==> src/rtl/sha256_digest_serializer.sv <==
// ============================================================================
// Module   : sha256_digest_serializer
// Purpose  : Buffers 256-bit SHA256 digests and streams each one as eight
//            32-bit words (MSW first) over valid/ready; flags dropped digests.
// Revision : 1.0
// ============================================================================
`default_nettype none

module sha256_digest_serializer #(
    parameter int DEPTH = 2,
    parameter int CNT_W = 16
) (
    input  logic             clk,
    input  logic             rst,
    input  logic             dout_vld,
    input  logic [255:0]     dout,
    output logic             m_valid,
    input  logic             m_ready,
    output logic [31:0]      m_data,
    output logic             m_last,
    output logic [2:0]       m_word_idx,
    output logic             busy,
    output logic             ovf,
    input  logic             ovf_clr,
    output logic [CNT_W-1:0] digest_cnt
);

    localparam int PTR_W    = (DEPTH > 1) ? $clog2(DEPTH) : 1;
    localparam int CNT_BITS = $clog2(DEPTH + 1);

    localparam logic [PTR_W-1:0]    c_last_ptr = PTR_W'(DEPTH - 1);
    localparam logic [CNT_BITS-1:0] c_depth    = CNT_BITS'(DEPTH);

    logic [255:0]          r_mem [DEPTH];
    logic [PTR_W-1:0]      r_wr_ptr;
    logic [PTR_W-1:0]      r_rd_ptr;
    logic [CNT_BITS-1:0]   r_count;
    logic [2:0]            r_word_idx;
    logic                  r_ovf;
    logic [CNT_W-1:0]      r_digest_cnt;

    logic                  w_valid;
    logic                  w_xfer;
    logic                  w_pop;
    logic                  w_full;
    logic                  w_wr;
    logic                  w_drop;
    logic [255:0]          w_entry;
    logic [255:0]          w_shifted;

    assign w_valid = (r_count != '0);
    assign w_xfer  = w_valid & m_ready;
    assign w_pop   = w_xfer & (r_word_idx == 3'd7);
    assign w_full  = (r_count == c_depth);
    // A pop on the same edge frees the head slot, so a full buffer can still accept.
    assign w_wr    = dout_vld & (~w_full | w_pop);
    assign w_drop  = dout_vld & w_full & ~w_pop;

    always_ff @(posedge clk) begin
        if (w_wr) begin
            r_mem[r_wr_ptr] <= dout;
        end
    end

    always_ff @(posedge clk) begin
        if (rst) begin
            r_wr_ptr     <= '0;
            r_rd_ptr     <= '0;
            r_count      <= '0;
            r_word_idx   <= '0;
            r_ovf        <= 1'b0;
            r_digest_cnt <= '0;
        end else begin
            if (w_wr) begin
                r_wr_ptr <= (r_wr_ptr == c_last_ptr) ? '0 : r_wr_ptr + PTR_W'(1);
            end
            if (w_xfer) begin
                r_word_idx <= r_word_idx + 3'd1;
            end
            if (w_pop) begin
                r_rd_ptr     <= (r_rd_ptr == c_last_ptr) ? '0 : r_rd_ptr + PTR_W'(1);
                r_digest_cnt <= r_digest_cnt + CNT_W'(1);
            end
            case ({w_wr, w_pop})
                2'b10:   r_count <= r_count + CNT_BITS'(1);
                2'b01:   r_count <= r_count - CNT_BITS'(1);
                default: r_count <= r_count;
            endcase
            if (w_drop) begin
                r_ovf <= 1'b1;
            end else if (ovf_clr) begin
                r_ovf <= 1'b0;
            end
        end
    end

    // Word 0 lives in bits [255:224]; shift the selected word to the top.
    assign w_entry    = r_mem[r_rd_ptr];
    assign w_shifted  = w_entry << {r_word_idx, 5'b0};
    assign m_data     = w_shifted[255:224];
    assign m_valid    = w_valid;
    assign busy       = w_valid;
    assign m_last     = w_valid & (r_word_idx == 3'd7);
    assign m_word_idx = r_word_idx;
    assign ovf        = r_ovf;
    assign digest_cnt = r_digest_cnt;

endmodule

`default_nettype wire

==> config.mk <==
export PLATFORM = sky130hd
export DESIGN_NAME = sha256_digest_serializer
export DESIGN_NICKNAME = d
export VERILOG_FILES = /design/src/rtl/sha256_digest_serializer.sv
export SDC_FILE = /design/constraint.sdc
export NUM_CORES = 1
export LEC_CHECK = 0
export ABC_AREA = 1
export CORE_ASPECT_RATIO = 1.2
export CORE_MARGIN = 1
export CORE_UTILIZATION = 45
export DETAILED_ROUTE_END_ITERATION = 8
export PLACE_DENSITY = 0.78
export SYNTH_ARGS = -nofsm -noshare
export SYNTH_HDL_FRONTEND = slang
export SYNTH_SLANG_ARGS = --single-unit
export TNS_END_PERCENT = 100
==> constraint.sdc <==
create_clock -name clk -period 15.7 [get_ports clk]
set_input_delay 3.925 -clock clk [delete_from_list [all_inputs] [get_ports clk]]
set_output_delay 3.925 -clock clk [all_outputs]
set_load 0.01 [all_outputs]
==> out/metrics.yaml <==
setup-violations-final: 0
syn-num-nets: 2056
ctsLongestPathBuffers: 3
grt_pass1_wl_um: 85000
wl_per_cell_um: 21.4
post-route-min-period_ns: 8.66
critical_path_class: "flop to output pin"
power.leakage_nw: 9.63
min_to: "ovf"
min_path_type: "flop to flop"
synthesis.area_mm2: 0.0221
tightestPinTransition_ns: 1.19
maxCapViolations: 0
p_sw_frac: 0.235
clkPwrFrac: 0.374
clock_latency_ns: 0.62
ir_drop_v: 0.0000874
ys_ff_latch: 537
synth.area.top_cells: "edfxtp_1 69%, inv_1 4.8%, nand3_1 4.5%"
syn_area_per_cell_um2: 12.3
cp-end-kind: "output pin"
synth_edf_count: 512
syn_to_final_growth_pct: 22.7
hold-worst-slack_ns: 0.466
finClkSkew_ns: 0.0282
min_delay_path_depth: 2
min_period_over_period: 0.551
dp.cells: 2640
post_drt_via_cell_ratio: 5.35
portBuffers: 315
pwr-share-comb: 0.106
htreeDepth: 2
io_pins: 316
p_per_area_mw_per_mm2: 120
dpl_cell_area_mm2: 0.0255
drc: 0
power.total_mw: 3.26
worst-r2r-setup-slack_ns: 10.97
core_mm2: 0.0483
drtPass1Iterations: 5
r2r.worst_path.cells: 8
die_h_um: 245
outcome: "completed"
clock-sinks: 537
cp-start-kind: "flop"
fp.dieArea_mm2: 0.0501
hold_violations: 0
yosysSeqAreaShare: 0.717
p_sw_mw: 0.766
worstPathMaxFanout: 129
drive_gt1_frac: 0.0526
fmax_ghz: 0.116
grt_use_total: 0.231
grt_overflow_total: 0
rr_startpoint: "m_word_idx[0]"
drv_slew: 0
cts_tree: "built"
synth_warnings: 0
antenna_left: 0
cp_data_required_time_ns: 11.77
arrival_ns: 4.73
grt_max_degree: 182
num_rows: 88
finalInstanceArea_mm2: 0.0272
yosysTopAreaCell: "edfxtp_1"
cts_buffers: 54
first_global_vias: 14400
fillers: 3922
slew_headroom: 0.207
dp_slack_ns: 7.75
drt_iter0_markers: 1521
hpwl_um: 38400
die_w_um: 204
root_buffer: "clkbuf_16"
cts.reportedPaths.clkPinSlew_ns: 0.06
layoutNonFillerInstCount: 2752
synth_cell_types: 29
p_int_mw: 2.49
utilization: 0.562
rr_endpoint: "r_mem[0][133]"
place.gp.congestion: 0.843
antenna_found_initial: 13
worstHoldStart: "ovf"
synthArstFlopShare: 0
finalSetupTns_ns: 0
fin_ws_ns: 7.04
num_vias: 14700
wl_um: 59000
cts_hold_buf: 0
final_nets: 2330
post_cts_resized: 0
pwr-share-seq: 0.521
postCtsSetupBuffers: 0
synth_ff_type: "edfxtp_1"
start_util: 0.458
synthCells: 1792
rsz0062_at_grt: "false"
yosysTopAreaCellShare: 0.695
==> placed cells by master (no fill, tap or decap), drive strengths merged, types with 14 or more instances in the layout <==
| master | Yosys | routed |
|---|---|---|
| clkinv | 0 | 28 |
| dfxtp | 25 | 25 |
| a21oi | 145 | 145 |
| clkdlybuf4s50 | 0 | 315 |
| nand2 | 199 | 199 |
| inv | 286 | 287 |
| o211ai | 128 | 128 |
| nor2 | 27 | 27 |
| nand3 | 202 | 202 |
| o21ai | 140 | 140 |
| edfxtp | 512 | 512 |
| clkbuf | 33 | 65 |
| buf | 78 | 14 |
==> sequential cells by signal, indices dropped and copies added, names as in the netlist, named ones only <==
register	flops
digest_cnt	16
m_word_idx	3
ovf	1
r_count	2
r_mem	512
r_rd_ptr	1
r_wr_ptr	1
==> worst max-delay path by stage <==
stage / to / slack, ns / depth (start not counted)
after floorplan: r_mem[0][0] / 0.03 / 4
after global placement: m_data[1] / 7.77 / 7
after detailed placement: m_data[1] / 7.75 / 7
after CTS: m_data[29] / 7.08 / 7
after global routing: m_data[10] / 6.74 / 7
final: m_data[10] / 7.04 / 7
==> per-layer routing <==
layer | global-route usage | wire length (µm) | part of all wire | vias to the layer above
li1 | - | - | - | 6892
met3 | 0.0433 | 4220 | 0.072 | 117
met1 | 0.272 | 21600 | 0.37 | 7109
met2 | 0.401 | 30400 | 0.52 | 590
met5 | 0 | 17 | 0.00029 | -
met4 | 0.121 | 2750 | 0.047 | 2
==> critical path: stages, from the launching register on <==
cell and delay [ns]:
dfxtp_4 0.81, buf_4 0.86, buf_4 1.00, o21ai_0 0.27, nand3_1 0.14, nand3_1 0.14
nand2_1 0.18, clkdlybuf4s50_1 0.57
==> power by group through the flow <==
| stage | logic (mW) | registers [mW] | clock network [mW] |
|---|---|---|---|
| after floorplan | 0.151 | 1.74 | 0 |
| after global placement | 0.337 | 1.72 | 0 |
| after detailed placement | 0.345 | 1.73 | 0 |
| after CTS | 0.347 | 1.70 | 1.24 |
| after global routing | 0.371 | 1.70 | 1.29 |
| final | 0.344 | 1.70 | 1.22 |
==> cell type report <==
type	count	area [µm²]	share of cell area
flip-flops and latches	537	15900	0.585
inverters	286	1070	0.0396
clock inverters	36	275	0.0101
repair buffers	329	3280	0.121
clock buffers	65	1390	0.0513
multi-input cells	858	4430	0.163
well taps	630	788	0.0290
diodes	11	27.5	0.00101
==> cell families (layout without fill, tap and decap cells) <==
family / count (synthesis) / count (layout) / synth area share
buffers and inverters: 397 / 716 / 0.0831
adder cells (fa/ha/maj): 3 / 3 / 0.00170
other: 0 / 11 / 0
AND/OR/NAND/NOR: 437 / 437 / 0.0879
AO/OA/AOI/OAI: 414 / 414 / 0.108
XOR/XNOR: 4 / 4 / 0.00158
flip-flops: 537 / 537 / 0.717
==> synthesized netlist by cell type, types with 2 or more instances <==
cell / count
a21oi_1: 144
buf_1: 9
buf_2: 23
buf_4: 10
buf_6: 34
buf_8: 2
clkbuf_1: 30
clkbuf_2: 3
dfxtp_1: 25
edfxtp_1: 512
ha_1: 3
inv_1: 285
nand2_1: 197
nand2_2: 2
nand3_1: 201
nand4_1: 4
nor2_1: 25
nor2_4: 2
nor3_1: 4
o211ai_1: 128
o21ai_0: 86
o21ai_1: 54
xor2_1: 3
Note: power is estimated with default switching activity, not from simulation.
